[src/rtl/frame_pkg.sv]
// Shared colour constants, FSM state type and width helpers for the frame composer.
package frame_pkg;

   localparam logic [15:0] RGB_WHITE = 16'hFFFF;
   localparam logic [15:0] RGB_RED   = 16'hF800;
   localparam logic [15:0] RGB_BLUE  = 16'h001F;

   typedef enum logic [2:0] {
      StIdle,
      StFetch,
      StWait,
      StPresent,
      StDone
   } state_e;

   // Bits needed to count 0..n-1; never narrower than one bit.
   function automatic int unsigned width_of(input int unsigned n);
      return (n > 1) ? $clog2(n) : 1;
   endfunction

   function automatic int unsigned div_ceil(input int unsigned a, input int unsigned b);
      return (a + b - 1) / b;
   endfunction

endpackage

[src/rtl/frame_composer_bar_painter.sv]
// Health column and level bars: decides whether a cell belongs to a bar and its colour.
module bar_painter
   import frame_pkg::*;
#(
   parameter int unsigned CX_W       = 5,
   parameter int unsigned CY_W       = 4,
   parameter int unsigned ROWS       = 16,
   parameter int unsigned BAR_COL0   = 16,
   parameter int unsigned N_BARS     = 3,
   parameter int unsigned BAR_LEVELS = 4,
   parameter int unsigned LVL_W      = 3,
   parameter logic [15:0] HEALTH_C   = RGB_RED,
   parameter logic [15:0] BG         = RGB_WHITE
) (
   input  logic [CX_W-1:0]         cx,
   input  logic [CY_W-1:0]         cy,
   input  logic [N_BARS*LVL_W-1:0] levels,
   input  logic [N_BARS*16-1:0]    bar_colors,
   input  logic                    healthy,
   output logic                    hit,
   output logic [15:0]             color
);

   // Rows per band; bands past the last full one fold into the bottom band.
   localparam int unsigned BAND_H = (ROWS >= BAR_LEVELS) ? ROWS / BAR_LEVELS : 1;

   int unsigned band;

   // Band index (0 = top) from constant row thresholds, no divider.
   always_comb begin
      band = 0;
      for (int unsigned j = 1; j < BAR_LEVELS; j++) begin
         if (32'(cy) >= j * BAND_H) band = j;
      end
   end

   // Health column, then per-bar fill: bar lit when level + band reaches BAR_LEVELS.
   always_comb begin
      hit   = 1'b0;
      color = BG;
      if (32'(cx) == BAR_COL0) begin
         hit = 1'b1;
         if (healthy || band == BAR_LEVELS - 1) color = HEALTH_C;
      end
      for (int unsigned i = 0; i < N_BARS; i++) begin
         if (32'(cx) == BAR_COL0 + 1 + i) begin
            hit = 1'b1;
            if (32'(levels[i*LVL_W +: LVL_W]) + band >= BAR_LEVELS) begin
               color = bar_colors[i*16 +: 16];
            end
         end
      end
   end

endmodule

[src/rtl/frame_composer.sv]
// Streams one RGB565 frame (sprite, indicator, health column, level bars) over valid/ready.
module frame_composer
   import frame_pkg::*;
#(
   parameter int unsigned LINE_PIX   = 220,
   parameter int unsigned LINES      = 176,
   parameter int unsigned CELL       = 11,
   parameter int unsigned SPR_COL0   = 1,
   parameter int unsigned SPR_ROW0   = 2,
   parameter int unsigned SPR_W      = 13,
   parameter int unsigned SPR_H      = 13,
   parameter int unsigned N_SPR      = 8,
   parameter int unsigned BAR_COL0   = 16,
   parameter int unsigned N_BARS     = 3,
   parameter int unsigned BAR_LEVELS = 4,
   parameter int unsigned LVL_W      = 3,
   parameter int unsigned IND_COL    = 7,
   parameter logic [15:0] BG         = RGB_WHITE,
   parameter logic [15:0] HEALTH_C   = RGB_RED,
   parameter logic [15:0] IND_C      = RGB_BLUE,
   localparam int unsigned SEL_W     = width_of(N_SPR),
   localparam int unsigned IDX_W     = width_of(SPR_W * SPR_H),
   localparam int unsigned ADDR_W    = SEL_W + IDX_W
) (
   input  logic                    clk,
   input  logic                    rst,
   input  logic                    start,
   input  logic                    auto_run,
   input  logic [SEL_W-1:0]        sprite_sel,
   input  logic [N_BARS*LVL_W-1:0] levels,
   input  logic [N_BARS*16-1:0]    bar_colors,
   input  logic                    healthy,
   input  logic                    mode,
   output logic [ADDR_W-1:0]       rom_addr,
   input  logic [15:0]             rom_data,
   output logic [15:0]             pix_data,
   output logic                    pix_valid,
   input  logic                    pix_ready,
   output logic                    frame_done,
   output logic                    busy
);

   localparam int unsigned COLS = div_ceil(LINE_PIX, CELL);
   localparam int unsigned ROWS = div_ceil(LINES, CELL);
   localparam int unsigned PX_W = width_of(CELL);
   localparam int unsigned CX_W = width_of(COLS);
   localparam int unsigned CY_W = width_of(ROWS);

   // Position of the final pixel of a line / frame, split into cell and offset.
   localparam logic [PX_W-1:0] CELL_END = PX_W'(CELL - 1);
   localparam logic [CX_W-1:0] LAST_CX  = CX_W'((LINE_PIX - 1) / CELL);
   localparam logic [PX_W-1:0] LAST_PX  = PX_W'((LINE_PIX - 1) % CELL);
   localparam logic [CY_W-1:0] LAST_CY  = CY_W'((LINES - 1) / CELL);
   localparam logic [PX_W-1:0] LAST_PY  = PX_W'((LINES - 1) % CELL);

   state_e                    state_q;
   logic [PX_W-1:0]           px_q, px_n, py_q, py_n;
   logic [CX_W-1:0]           cx_q, cx_n;
   logic [CY_W-1:0]           cy_q, cy_n;
   logic [SEL_W-1:0]          spr_q;
   logic [N_BARS*LVL_W-1:0]   lvl_q;
   logic [N_BARS*16-1:0]      colors_q;
   logic                      healthy_q, mode_q;
   logic                      last_pix;
   logic                      bar_hit;
   logic [15:0]               bar_col, pix_sel;

   function automatic logic in_sprite(input logic [CX_W-1:0] c, input logic [CY_W-1:0] r);
      return (32'(c) >= SPR_COL0) && (32'(c) < SPR_COL0 + SPR_W) &&
             (32'(r) >= SPR_ROW0) && (32'(r) < SPR_ROW0 + SPR_H);
   endfunction

   function automatic logic [IDX_W-1:0] cell_idx(input logic [CX_W-1:0] c,
                                                 input logic [CY_W-1:0] r);
      return IDX_W'((32'(c) - SPR_COL0) + (32'(r) - SPR_ROW0) * SPR_W);
   endfunction

   // Next pixel position: px/cx wrap per cell and per line, py/cy advance at line end.
   always_comb begin
      px_n     = px_q;
      cx_n     = cx_q;
      py_n     = py_q;
      cy_n     = cy_q;
      last_pix = (cx_q == LAST_CX) && (px_q == LAST_PX) && (cy_q == LAST_CY) && (py_q == LAST_PY);
      if (cx_q == LAST_CX && px_q == LAST_PX) begin
         px_n = '0;
         cx_n = '0;
         if (py_q == CELL_END) begin
            py_n = '0;
            cy_n = cy_q + CY_W'(1);
         end else begin
            py_n = py_q + PX_W'(1);
         end
      end else if (px_q == CELL_END) begin
         px_n = '0;
         cx_n = cx_q + CX_W'(1);
      end else begin
         px_n = px_q + PX_W'(1);
      end
   end

   bar_painter #(
      .CX_W       (CX_W),
      .CY_W       (CY_W),
      .ROWS       (ROWS),
      .BAR_COL0   (BAR_COL0),
      .N_BARS     (N_BARS),
      .BAR_LEVELS (BAR_LEVELS),
      .LVL_W      (LVL_W),
      .HEALTH_C   (HEALTH_C),
      .BG         (BG)
   ) u_bar_painter (
      .cx         (cx_q),
      .cy         (cy_q),
      .levels     (lvl_q),
      .bar_colors (colors_q),
      .healthy    (healthy_q),
      .hit        (bar_hit),
      .color      (bar_col)
   );

   // Colour of the current cell in priority order: indicator, sprite, bars, background.
   always_comb begin
      pix_sel = BG;
      if (32'(cx_q) == IND_COL && cy_q == '0) begin
         pix_sel = mode_q ? IND_C : BG;
      end else if (in_sprite(cx_q, cy_q)) begin
         pix_sel = rom_data;
      end else if (bar_hit) begin
         pix_sel = bar_col;
      end
   end

   // Frame FSM; rom_addr is loaded on entry to FETCH so the ROM word lands in WAIT.
   always_ff @(posedge clk) begin
      if (!rst) begin
         state_q    <= StIdle;
         px_q       <= '0;
         cx_q       <= '0;
         py_q       <= '0;
         cy_q       <= '0;
         spr_q      <= '0;
         lvl_q      <= '0;
         colors_q   <= '0;
         healthy_q  <= 1'b0;
         mode_q     <= 1'b0;
         rom_addr   <= '0;
         pix_data   <= BG;
         pix_valid  <= 1'b0;
         frame_done <= 1'b0;
         busy       <= 1'b0;
      end else begin
         frame_done <= 1'b0;
         unique case (state_q)
            StIdle: begin
               if (start || auto_run) begin
                  spr_q     <= sprite_sel;
                  lvl_q     <= levels;
                  colors_q  <= bar_colors;
                  healthy_q <= healthy;
                  mode_q    <= mode;
                  px_q      <= '0;
                  cx_q      <= '0;
                  py_q      <= '0;
                  cy_q      <= '0;
                  busy      <= 1'b1;
                  if (in_sprite('0, '0)) rom_addr <= {sprite_sel, cell_idx('0, '0)};
                  state_q   <= StFetch;
               end
            end
            StFetch: state_q <= StWait;
            StWait: begin
               pix_data  <= pix_sel;
               pix_valid <= 1'b1;
               state_q   <= StPresent;
            end
            StPresent: begin
               if (pix_valid && pix_ready) begin
                  pix_valid <= 1'b0;
                  if (last_pix) begin
                     frame_done <= 1'b1;
                     busy       <= 1'b0;
                     state_q    <= StDone;
                  end else begin
                     px_q    <= px_n;
                     cx_q    <= cx_n;
                     py_q    <= py_n;
                     cy_q    <= cy_n;
                     if (in_sprite(cx_n, cy_n)) rom_addr <= {spr_q, cell_idx(cx_n, cy_n)};
                     state_q <= StFetch;
                  end
               end
            end
            StDone:  state_q <= StIdle;
            default: state_q <= StIdle;
         endcase
      end
   end

endmodule

[config.mk]
export PLATFORM = sky130hd
export DESIGN_NAME = frame_composer
export DESIGN_NICKNAME = d
export VERILOG_FILES = /design/src/rtl/frame_pkg.sv /design/src/rtl/frame_composer_bar_painter.sv /design/src/rtl/frame_composer.sv
export SDC_FILE = /design/constraint.sdc
export NUM_CORES = 1
export LEC_CHECK = 0
export BUFFER_PORTS_ARGS = -buffer_cell sky130_fd_sc_hd__buf_2
export CAP_MARGIN = 40
export CORE_MARGIN = 3
export CORE_UTILIZATION = 56
export DETAILED_ROUTE_END_ITERATION = 10
export GPL_ROUTABILITY_DRIVEN = 0
export MAX_ROUTING_LAYER = met4
export PLACE_DENSITY = 0.79
export RECOVER_POWER = 25
export REMOVE_ABC_BUFFERS = 1
export SETUP_SLACK_MARGIN = 0.4
export SYNTH_ARGS = -nofsm -noshare
export SYNTH_HDL_FRONTEND = slang
export SYNTH_SLANG_ARGS = --single-unit
[constraint.sdc]
create_clock -name clk -period 6.5 [get_ports clk]
set_input_delay 0.65 -clock clk [delete_from_list [all_inputs] [get_ports clk]]
set_output_delay 0.65 -clock clk [all_outputs]
set_load 0.005 [all_outputs]
== Word-level counts from Yosys, hierarchy flattened ==
Cells that the tools add are included.
Operators by class
  add/sub/neg operators: 10
  $mul: 1
  $lt $le $gt $ge: 14
  eq/ne operators: 17
  multiplexer cells: 52
  bitwise gates (word level): 1
  reduce and logical (&&, ||, !) cells: 25
Operators by type and width (number)
  two-way mux 16 bit: 11
  greater-or-equal comparator 32 x 3 -> 1 bit, second input constant: 3
  two-way mux 4 bit: 13
  two-way mux 5 bit: 5
  one-hot mux 4 bit (2 select lines): 3
  == test 5 bit, second input constant: 4
  adder 3 x 2 -> 4 bit: 3
  adder 4 x 1 -> 4 bit, second input constant: 3
  == test 4 bit, second input constant: 3
  one-hot mux 3 bit (4 select lines): 1
  AND reduction 4 bit: 3
  logical AND 1 bit: 11
  two-way mux 11 bit: 1
  greater-or-equal comparator 5 x 1 -> 1 bit, second input constant: 2
  < comparator 5 x 4 -> 1 bit, second input constant: 2
  two-way mux 1 bit: 10
  inequality test 2 bit, second input constant: 5
  one-hot mux 5 bit (2 select lines): 1
  two-way mux 3 bit: 3
  adder 6 x 8 -> 8 bit: 1
  greater-or-equal comparator 4 x 2 -> 1 bit, second input constant: 2
  greater-or-equal comparator 4 bit, second input constant: 2
  < comparator 4 bit, second input constant: 2
  multiplier 5 x 5 -> 8 bit, second input constant: 1
  18 further kinds: 25
Storage, ports and cells
  register bits after elaboration: 112
  output and inout port bits: 30
  logic and storage cells: 135

== Depth between registers and ports, before layout ==
Gate-level depths: netlist of run 1.
  depth in word-level cells: 17
  depth in mapped cells: 21
  mapped depth without buffers: 21

== Cells and area by module ==
A second synthesis of run 1 with hierarchy kept.
Second synthesis, totals
  cell total of the unflattened synthesis: 770
  area total of the unflattened synthesis: 6183.4 µm²
Modules (own cells, without submodules)
  frame_composer: instances 1, cells each 703, area an instance 5769.3 µm², sequential area each 2242.2 µm²
  bar_painter: instances 1, cells each 67, area an instance 414.1 µm², sequential area each 0.0 µm²

== Worst setup path after synthesis of run 1 ==
OpenSTA, ideal clock, no wires.
  path kind: reg-to-reg
  start point: register cx_q[0]
  end point: register rom_addr[7]
  library setup time: 72 ps
  arrival: 4567 ps
  path slack: 1861 ps
  cell stages (with the launch flop): 22
  buffers on the path: 1
  clock period less this slack: 4639 ps
  cell sequence: dfxtp_1 -> ha_1 -> buf_2 -> nand4bb_2 -> nor3_2 -> nand2_1 -> xor2_1 -> ha_1 -> ha_1 -> inv_1 -> ha_1 -> ha_1 -> xnor2_1 -> fa_1 -> inv_1 -> ha_1 -> a21oi_1 -> o21ai_0 -> a21oi_1 -> xnor2_1 -> nand2_1 -> mux2i_1
Between the ends
  cells in the longest elaborated chain, start to end: 8
RTL lines
  from (decl): RTL line frame_composer.sv:58  | logic [CX_W-1:0] cx_q, cx_n;
  from (signal assigned): RTL line frame_composer.sv:186  | cx_q <= cx_n;
  parallel branches: the longest is 8 deep, another holds multiplier 5 x 5 -> 8 bit
  to (signal assigned): RTL line frame_composer.sv:167  | if (in_sprite('0, '0)) rom_addr <= {sprite_sel, cell_idx('0, '0)};
  to (signal assigned): RTL line frame_composer.sv:189  | if (in_sprite(cx_n, cy_n)) rom_addr <= {spr_q, cell_idx(cx_n, cy_n)};
  to (decl): RTL line frame_composer.sv:34  | output logic [ADDR_W-1:0] rom_addr,
Parallel ways; which one is timed is not known.
A chain may end at the register's enable or synchronous reset.

== Worst setup path in the final report of run 1 ==
Ends and elaborated chain as after synthesis.

==> results of run 1 <==
-- worst register-to-register path, stage by stage, from the launching register on --
cell and delay (ns):
dfxtp_1 0.51, ha_1 0.43, nand4bb_2 0.27, nor3_2 0.38, nand2_1 0.12, xor2_1 0.51, ha_1 0.28, ha_1 0.23
inv_1 0.10, ha_1 0.25, ha_1 0.31, xnor2_1 0.16, fa_1 0.53, inv_1 0.04, ha_1 0.34, a21oi_1 0.14
o21ai_0 0.12, a21oi_1 0.19, xnor2_1 0.13, nand2_1 0.07, mux2i_1 0.14
-- registers in the layout, indices dropped and copies added, names as in the netlist --
name        flops
pix_data       16
mode_q          1
healthy_q       1
pix_valid       1
cy_q            4
state_q         3
frame_done      1
rom_addr       11
colors_q       48
spr_q           3
busy            1
lvl_q           9
cx_q            5
px_q            4
py_q            4
-- power groups by stage --
| stage | clock, W | combinational, W | sequential, W |
|---|---|---|---|
| after global routing | 0.000419 | 0.000192 | 0.000755 |
| after floorplan | 0 | 0.000102 | 0.000761 |
| after global placement | 0 | 0.000167 | 0.000763 |
| after detailed placement | 0 | 0.000172 | 0.000765 |
| final | 0.000381 | 0.000171 | 0.000750 |
| after CTS | 0.000389 | 0.000172 | 0.000749 |
-- cell type report --
cell class | count | area [um^2]
Clock buffer | 9 | 123.9
Clock inverter | 5 | 45.04
Fill cell | 937 | 3605
Inverter | 39 | 146.4
Multi-Input combinational cell | 565 | 3643
Sequential cell | 112 | 2242
Tap cell | 136 | 170.2
Timing Repair Buffer | 117 | 579.3
-- routing by layer --
metal  part of all wire [%]  global-route usage, %  routed length [um]  up-vias
li1                       -                      -                   -     2776
met1                     45                  31.60                6650     2611
met2                     46                  38.40                6879      196
met3                    6.6                  4.565                 976       28
met4                    2.3                  8.354                 344        0
met5                      0                      -                   0        -
-- logic make-up (layout without fill, tap and decap cells) --
logic type,count (synthesis),count (layout)
compound gates,191,191
xor+xnor,15,15
fa+ha+maj,46,46
buf+inv,88,170
flops,112,112
mux,13,13
simple gates,300,300
-- path summary, 6_finish.rpt --
| check | cells after the start | end |
|---|---|---|
| worst max-delay path | 20 | rom_addr[7]$_SDFFE_PN0P_ |
| worst min-delay path | 2 | colors_q[36]$_SDFFE_PN0P_ |
| worst max register to register | 20 | rom_addr[7]$_SDFFE_PN0P_ |
| worst min register to register | 2 | colors_q[36]$_SDFFE_PN0P_ |
-- cell usage in the layout (no fill, tap or decap), types with 12 or more instances in the layout --
| master | count |
|---|---|
| xnor2_1 | 12 |
| mux2i_1 | 13 |
| nand3_1 | 20 |
| dfxtp_1 | 112 |
| buf_2 | 100 |
| ha_1 | 39 |
| nand2_1 | 183 |
| a21oi_1 | 30 |
| a21boi_1 | 62 |
| inv_1 | 39 |
| clkbuf_1 | 13 |
| o21ai_1 | 23 |
| nor2_1 | 30 |
-- through the flow --
step                      total power (W)  hold slack [ns]  setup WS (ns)  area (um^2)  util (%)
final                            0.001302           0.4588          1.193         6950     65.85
after global routing             0.001367           0.4786         0.7811         6950     65.85
after CTS                        0.001310           0.4591          1.163         6969     66.03
after detailed placement        0.0009369           0.4452          1.225         6800     64.43
after global placement          0.0009299           0.4401          1.475         6800     64.43
after floorplan                 0.0008630           0.4342        0.03948         6025         -
==> impl_metrics.py, run 1 <==
metrics = {
    "pwr": {
        "leakagePower_nw": 2.942,
        "p_per_area_nw_per_um2": 187.3,
        "pwr-share-comb_pct": 13.2,
        "p_seq_share_pct": 57.6,
        "switching_share_pct": 28.22,
        "max-vdd-ir-drop_mv": 0.1075,
        "p_int_w": 0.0009347,
        "p_switching_w": 0.0003674,
        "clock_power_share_pct": 29.2,
    },
    "logic_synthesis": {
        "synth_top_area_share_pct": 35.98,
        "synth-compound-area-share_pct": 21.52,
        "syn_area_per_cell_um2": 8.147,
        "synthesis.area_um2": 6232,
        "synth-main-ff-cell": "dfxtp_1",
        "async_flop_share_pct": 0,
        "synth_edf_count": 0,
        "ys_types": 63,
        "muxShareOfSynthArea_pct": 2.088,
        "syn-instance-count": 765,
        "synthAdderAreaFrac_pct": 10.08,
        "synth_xor_area_share_pct": 2.108,
        "synth_top_family_by_area": "simple AND/OR/NAND/NOR gates",
        "netlist_top_cells_area": "dfxtp_1 36%, nand2_1 11%, ha_1 7.8%",
        "synth-seq-area-share_pct": 35.98,
        "post-synth-top-count-cell": "nand2_1",
        "ys_ff_latch": 112,
        "synth_common_cells": "183 x nand2_1, 112 x dfxtp_1, 64 x a21boi_1",
        "synthSimpleGateAreaFrac_pct": 22.55,
        "yosys_warnings": 0,
        "yosysTopAreaCell": "dfxtp_1",
    },
    "grt": {
        "grt_start_max_net_pins": 76,
        "grtUsageTotal_pct": 24.36,
        "grt_pass1_vias": 5218,
        "grt_overflow": 0,
        "grt_pass1_wl_um": 24650,
        "antenna_found_initial": 0,
    },
    "sta": {
        "setup_violations": 0,
        "relSlewSlack_pct": -97.63,
        "layout_min_cycle_time_ns": 5.307,
        "finalSetupTns_ns": 0,
        "max_freq_mhz": 188.4,
        "hold_violations": 0,
        "finalCritPeriodShare_pct": 81.64,
        "tightest_slew_ns": 2.964,
        "finClkSkew_ns": 0.01163,
        "rsz0062_at_grt": "no",
        "slew_viol_final": 113,
    },
    "setup_path": {
        "path_max_fanout": 10,
        "start_kind": "flip-flop",
        "cp.arrival_ns": 5.62,
        "path_buf_inv": 2,
        "timing.critical_path.cells": "ha_1 -> nand4bb_2 -> nor3_2 -> nand2_1 -> xor2_1 -> ha_1 -> ha_1 -> inv_1 -> ha_1 -> ha_1 -> xnor2_1 -> fa_1 -> inv_1 -> ha_1 -> a21oi_1 -> o21ai_0 -> a21oi_1 -> xnor2_1 -> nand2_1 -> mux2i_1",
        "path_common_cell": "ha_1",
        "path_class": "flip-flop to flip-flop",
        "crit_family": "adder cells",
        "timing.rr.start": "cx_q[0]$_SDFFE_PN0P_",
        "startpoint": "cx_q[0]$_SDFFE_PN0P_",
        "reg2reg_slack_ns": 1.19,
        "cp-end-kind": "flip-flop",
        "crit_path_max_incr_delay_ns": 0.53,
        "cp_slowest_cell": "fa_1",
        "worstPathRequired_ns": 6.81,
    },
    "layout": {
        "area.growth.synth_to_final_pct": 11.52,
        "drive_above_1_share_pct": 15.23,
        "diodes": 0,
        "fin_cells": 983,
        "fin_nets": 973,
    },
    "run": {
        "drv_cap": 2,
    },
    "routing": {
        "viasPerCell": 5.708,
        "vias": 5611,
        "drt_iter0_drc": 483,
        "routedWlPerCell_um": 15.11,
        "drc": 0,
        "dr.pass1.iters": 5,
        "ant_nets": 0,
        "wirelength_um": 14850,
    },
    "outcome": {
        "status": "complete, but fails checks",
        "violations": "capacitance limit, slew limit",
    },
    "clock_network": {
        "cts_buffers": 9,
        "cts.repair.resized": 0,
        "cts.sinks": 112,
        "cts_max_path_buffers": 2,
        "cts_tree": "yes",
        "root_buffer": "clkbuf_8",
        "ctsHoldBuffers": 0,
        "cts.htree.levels": 3,
        "cts_setup_buffers": 0,
        "clk_pin_slew_ns": 0.10,
        "clk-insertion-delay-late_ns": 0.38,
    },
    "floorplanning": {
        "die_y_um": 111.5,
        "io_pins": 113,
        "initial_utilization_pct": 59.04,
        "fp-row-count": 37,
        "coreArea_um2": 10560,
        "die_area_um2": 12430,
        "die_w_um": 111.5,
    },
    "min_path": {
        "hp-start": "colors_q[36]$_SDFFE_PN0P_",
        "hp-class": "flip-flop to flip-flop",
    },
    "place": {
        "dp.cells": 969,
        "portBuffers": 112,
        "hpwl_um": 10570,
    },
}
Power figures use the tool's default switching activity.
==> run 2, diff against run 1 <==
Clock period 6.5 ns to 5 ns, I/O delays scaled along.
==> impl_metrics.py, run 2 (same netlist as run 1, synthesis figures left out) <==
metrics = {
    "floorplanning": {
        "die_area_um2": 12430,
        "fp-row-count": 37,
        "die_w_um": 111.5,
        "die_y_um": 111.5,
        "initial_utilization_pct": 59.04,
        "io_pins": 113,
        "coreArea_um2": 10560,
    },
    "clock_network": {
        "cts_tree": "yes",
        "cts_buffers": 9,
        "cts.sinks": 112,
        "root_buffer": "clkbuf_8",
        "cts_max_path_buffers": 2,
        "clk_pin_slew_ns": 0.11,
        "clk-insertion-delay-late_ns": 0.37,
        "cts.htree.levels": 3,
    },
    "sta": {
        "finalCritPeriodShare_pct": 89.54,
        "hold_violations": 0,
        "tightest_slew_ns": 3.040,
        "max_freq_mhz": 223.4,
        "relSlewSlack_pct": -102.7,
        "layout_min_cycle_time_ns": 4.477,
        "setup_violations": 0,
        "rsz0062_at_grt": "yes",
        "fin_hold_ws_ns": 0.3506,
        "finClkSkew_ns": 0.01120,
        "finalSetupTns_ns": 0,
        "slew_viol_final": 189,
    },
    "layout": {
        "fin_util_pct": 67.33,
        "fin_cells": 996,
        "final.fill_count": 918,
        "largest_reg_flops": 48,
        "top_regs": "colors_q x48, pix_data x16, rom_addr x11",
        "fin_nets": 985,
        "layout_commonest_cell": "nand2_1",
        "top_register": "colors_q",
        "drive_above_1_share_pct": 17.46,
        "layout_common_cells": "183 x nand2_1, 110 x dfxtp_1, 98 x buf_2, 62 x a21boi_1, 39 x inv_1",
        "area.growth.synth_to_final_pct": 14.03,
    },
    "routing": {
        "wirelength_um": 15430,
        "routedWlPerCell_um": 15.49,
        "viasPerCell": 5.761,
        "dr.pass1.iters": 5,
        "ant_nets": 0,
        "drt_iter0_drc": 628,
        "drc": 0,
        "vias": 5738,
    },
    "grt": {
        "grt_pass1_vias": 5303,
        "grtUsageTotal_pct": 24.51,
        "grt_overflow": 0,
        "grt_pass1_wl_um": 24870,
        "grt_start_max_net_pins": 70,
        "antenna_found_initial": 1,
    },
    "place": {
        "portBuffers": 112,
        "hpwl_um": 10750,
        "dp.cells": 973,
    },
    "outcome": {
        "status": "complete, but fails checks",
        "violations": "capacitance limit, slew limit",
    },
    "setup_path": {
        "crit_family": "adder cells",
        "path_buf_inv": 5,
        "crit_path_max_incr_delay_ns": 0.54,
        "path_class": "flip-flop to flip-flop",
        "path_max_fanout": 8,
        "cp_slowest_cell": "fa_1",
        "cp-end-kind": "flip-flop",
        "cp.arrival_ns": 4.77,
        "path_common_cell": "inv_1",
        "start_kind": "flip-flop",
        "reg2reg_slack_ns": 0.52,
        "timing.critical_path.cells": "inv_1 -> ha_1 -> nand3b_4 -> buf_4 -> or3_1 -> and2_1 -> nand3_1 -> xnor2_1 -> ha_1 -> inv_1 -> fa_1 -> fa_1 -> inv_1 -> ha_1 -> inv_1 -> o21ai_0 -> xor2_1 -> nand2_1 -> mux2i_1",
        "worstPathRequired_ns": 5.30,
    },
    "pwr": {
        "max-vdd-ir-drop_mv": 0.1432,
        "p_per_area_nw_per_um2": 236.7,
        "leakagePower_nw": 2.991,
        "p_total_w": 0.001683,
    },
    "run": {
        "drv_cap": 3,
    },
    "min_path": {
        "hp-class": "input pin to flip-flop",
    },
}
run 2: changes by cell type in the layout (fill, tap and decap cells not counted), sizes merged:
cell / before / now
clkinv: 3 / 2
clkinvlp: 1 / 2
buf: 104 / 114
diode: 0 / 1
clkbuf: 22 / 24
run 2: final timing paths:
kind                                                 from  depth (start not counted)                         to
worst min-delay path                       bar_colors[29]                          3  colors_q[29]$_SDFFE_PN0P_
worst max-delay path                 px_q[0]$_SDFFE_PN0P_                         19   rom_addr[5]$_SDFFE_PN0P_
worst max register to register       px_q[0]$_SDFFE_PN0P_                         19   rom_addr[5]$_SDFFE_PN0P_
worst min register to register  colors_q[30]$_SDFFE_PN0P_                          2  colors_q[30]$_SDFFE_PN0P_
run 2: where the power goes:
group	switching (W)	total [W]	internal, W
combinational	0.000136	0.000225	0.0000896
clock	0.000306	0.000483	0.000176
sequential	0.0000312	0.000975	0.000943
run 2: worst register-to-register path: stages (launching register included):
cell and delay (ns):
dfxtp_1 0.36, inv_1 0.07, ha_1 0.21, nand3b_4 0.17, buf_4 0.20, or3_1 0.39
and2_1 0.23, nand3_1 0.11, xnor2_1 0.08, ha_1 0.30, inv_1 0.04, fa_1 0.46
fa_1 0.54, inv_1 0.05, ha_1 0.32, inv_1 0.07, o21ai_0 0.26, xor2_1 0.22
nand2_1 0.07, mux2i_1 0.23
run 2: repair_timing:
action,in CTS,in global routing
resized for setup,2,18
setup endpoints to repair,3,3
hold buffers,0,0
setup buffers,0,8
pin swaps,0,2
run 2: layer usage:
layer,routed length (um),global-route usage [%]
met1,6721,31.18
met5,0,-
met3,1142,4.728
met2,7256,39.85
met4,310,7.218
run 2: final cells by class:
type	instances	area, um^2	share of cell area (%)
multi-input combinational	565	3717	52.31
sequential	112	2250	31.65
timing repair buffer	129	663.1	9.331
tap	136	170.2	2.394
inverter	39	146.4	2.060
clock buffer	9	123.9	1.743
clock inverter	5	33.78	0.4754
antenna	1	2.502	0.03521
run 2: stage by stage:
| stage | cell area [um^2] | worst slack, ns |
|---|---|---|
| after floorplan | 6025 | -1.311 |
| after global placement | 6830 | 0.4941 |
| after global routing | 7107 | 0.2416 |
| final | 7107 | 0.5232 |
| after CTS | 6998 | 0.3268 |
| after detailed placement | 6830 | 0.3040 |
==> run 3, diff against run 2 <==
Settings changed: CELL_PAD_IN_SITES_DETAIL_PLACEMENT from default to 1, CELL_PAD_IN_SITES_GLOBAL_PLACEMENT from default to 2, CORE_UTILIZATION 56 to 33, MAX_ROUTING_LAYER met4 to default.
==> impl_metrics.py, run 3 (same netlist as run 1, synthesis figures left out) <==
metrics = {
    "outcome": {
        "status": "completed",
    },
    "place": {
        "dpl-instance-area_um2": 6988,
        "portBuffers": 112,
        "hpwl_um": 13490,
    },
    "grt": {
        "grtUsageTotal_pct": 17.87,
        "grt_pass1_vias": 5891,
        "grt_overflow": 0,
        "grt_start_max_net_pins": 69,
        "antenna_found_initial": 0,
        "grt_pass1_wl_um": 29630,
    },
    "setup_path": {
        "path_max_fanout": 9,
        "reg2reg_slack_ns": 0.62,
        "cp.arrival_ns": 4.68,
        "start_kind": "flip-flop",
        "cp-end-kind": "flip-flop",
        "worstPathRequired_ns": 5.29,
        "r2r_end": "rom_addr[7]$_SDFFE_PN0P_",
        "timing.rr.start": "cx_q[1]$_SDFFE_PN0P_",
        "r2r_cells": 20,
        "path_class": "flip-flop to flip-flop",
    },
    "routing": {
        "dr.pass1.iters": 4,
        "viasPerCell": 5.233,
        "drt_iter0_drc": 340,
        "drc": 0,
        "vias": 5709,
        "wirelength_um": 18510,
        "ant_nets": 0,
        "routedWlPerCell_um": 16.96,
    },
    "pwr": {
        "switching_share_pct": 27.35,
        "p_per_area_nw_per_um2": 265.6,
        "max-vdd-ir-drop_mv": 0.1387,
        "clock_power_share_pct": 38.3,
        "pwr-share-comb_pct": 11.9,
        "p_seq_share_pct": 49.9,
        "p_switching_w": 0.0005350,
        "p_int_w": 0.001421,
        "leakagePower_nw": 3.058,
    },
    "floorplanning": {
        "coreArea_um2": 18270,
        "initial_utilization_pct": 34.11,
        "io_pins": 113,
        "fp-row-count": 49,
        "die_y_um": 143.4,
        "die_w_um": 143.4,
        "die_area_um2": 20570,
    },
    "min_path": {
        "hp-start": "bar_colors[32]",
        "hp-class": "input pin to flip-flop",
        "min_to": "colors_q[32]$_SDFFE_PN0P_",
        "min_path_cells": 3,
    },
    "sta": {
        "rsz0062_at_grt": "yes",
        "relSlewSlack_pct": 3.988,
        "setup_violations": 0,
        "layout_min_cycle_time_ns": 4.384,
        "finalSetupTns_ns": 0,
        "hold_violations": 0,
        "fin_hold_ws_ns": 0.3734,
        "finalCritPeriodShare_pct": 87.67,
        "max_freq_mhz": 228.1,
        "slew_viol_final": 0,
        "finClkSkew_ns": 0.007034,
        "tightest_slew_ns": 1.440,
    },
    "clock_network": {
        "cts_buffers": 9,
        "cts.sinks": 112,
        "clk-insertion-delay-late_ns": 0.36,
        "ctsHoldBuffers": 0,
        "root_buffer": "clkbuf_16",
        "cts.htree.levels": 3,
        "cts_max_path_buffers": 2,
        "cts_tree": "yes",
        "clk_pin_slew_ns": 0.08,
    },
    "run": {
        "drv_cap": 0,
    },
    "layout": {
        "area.growth.synth_to_final_pct": 18.19,
        "finalInstanceArea_um2": 7366,
        "fin_nets": 986,
        "multiInputGateArea_um2": 3714,
        "final.fill_count": 2230,
        "drive_above_1_share_pct": 16.94,
        "layout_commonest_cell": "nand2_1",
        "layout_common_cells": "183 x nand2_1, 110 x dfxtp_1, 91 x buf_2, 63 x a21boi_1, 39 x inv_1",
        "top_regs": "colors_q x48, pix_data x16, rom_addr x11",
        "largest_reg_flops": 48,
        "top_register": "colors_q",
        "seqCellArea_um2": 2247,
        "diodes": 0,
    },
}
==> run 3: changes by cell type in the layout (fill, tap and decap cells not counted), sizes merged <==
cell,previous run,this run
clkinvlp,2,1
bufinv,0,1
clkbuf,24,31
diode,1,0
buf,114,108
clkinv,2,4
==> run 3: routing by layer <==
layer	global-route usage (%)	wire, um
met1	22.67	8566
met2	31.63	8978
met3	2.163	637
met4	5.649	323
met5	0	0
==> run 3: per-stage QoR <==
| stage | utilization, % | total power (W) | std cells | setup slack, ns |
|---|---|---|---|---|
| 2_1_floorplan | - | 0.001122 | 716 | -1.311 |
| 3_3_place_gp | 38.10 | 0.001222 | 1068 | 0.4503 |
| 3_5_place_dp | 38.25 | 0.001234 | 1070 | 0.2416 |
| 4_1_cts | 39.99 | 0.001982 | 1088 | 0.4005 |
| 5_1_grt | 40.32 | 0.002049 | 1091 | 0.3276 |
| 6_report | 40.32 | 0.001956 | 1091 | 0.6163 |
==> run 3: power groups by stage <==
| stage | combinational [W] | clock (W) | sequential (W) |
|---|---|---|---|
| floorplan | 0.000133 | 0 | 0.000989 |
| global placement | 0.000228 | 0 | 0.000994 |
| detailed placement | 0.000237 | 0 | 0.000997 |
| CTS | 0.000238 | 0.000767 | 0.000976 |
| global route | 0.000265 | 0.000802 | 0.000983 |
| finish | 0.000232 | 0.000748 | 0.000976 |
==> run 3: cell type report <==
cell class | count | area share (%)
inverter | 39 | 1.987
clock buffer | 9 | 3.058
multi-input combinational | 565 | 50.42
sequential | 112 | 30.51
timing repair buffer | 130 | 9.190
tap | 229 | 3.890
clock inverter | 7 | 0.9512
==> run 3: worst max-delay path, stage by stage (launching register included) <==
cell	delay [ns]
dfxtp_2	0.41
ha_2	0.24
nand4bb_4	0.19
nor3_4	0.28
nand2_1	0.10
xor2_1	0.16
ha_1	0.26
ha_1	0.28
inv_1	0.07
ha_1	0.30
ha_1	0.31
xnor2_1	0.16
fa_1	0.55
inv_1	0.07
ha_4	0.26
a21oi_2	0.12
o21ai_1	0.09
a21oi_1	0.16
xnor2_1	0.13
nand2_1	0.07
mux2i_1	0.13
==> run 3: worst max-delay path by stage <==
stage,startpoint,endpoint,slack (ns),cells past startpoint
6_report,cx_q[1]$_SDFFE_PN0P_,rom_addr[7]$_SDFFE_PN0P_,0.62,20
4_1_cts,cx_q[0]$_SDFFE_PN0P_,rom_addr[7]$_SDFFE_PN0P_,0.40,20
3_5_place_dp,cx_q[0]$_SDFFE_PN0P_,rom_addr[7]$_SDFFE_PN0P_,0.24,20
2_1_floorplan,auto_run,cx_q[2]$_SDFFE_PN0P_,-1.31,6
3_3_place_gp,cx_q[0]$_SDFFE_PN0P_,rom_addr[7]$_SDFFE_PN0P_,0.45,20
5_1_grt,cx_q[1]$_SDFFE_PN0P_,rom_addr[7]$_SDFFE_PN0P_,0.33,20
==> run 3: what timing repair did <==
item | CTS | global route
endpoints found under the hold margin | 0 | 0
cloned | 0 | 0
pin swaps | 1 | 3
endpoints found under the setup margin | 2 | 3
resized for setup | 3 | 14
setup buffers | 2 | 3
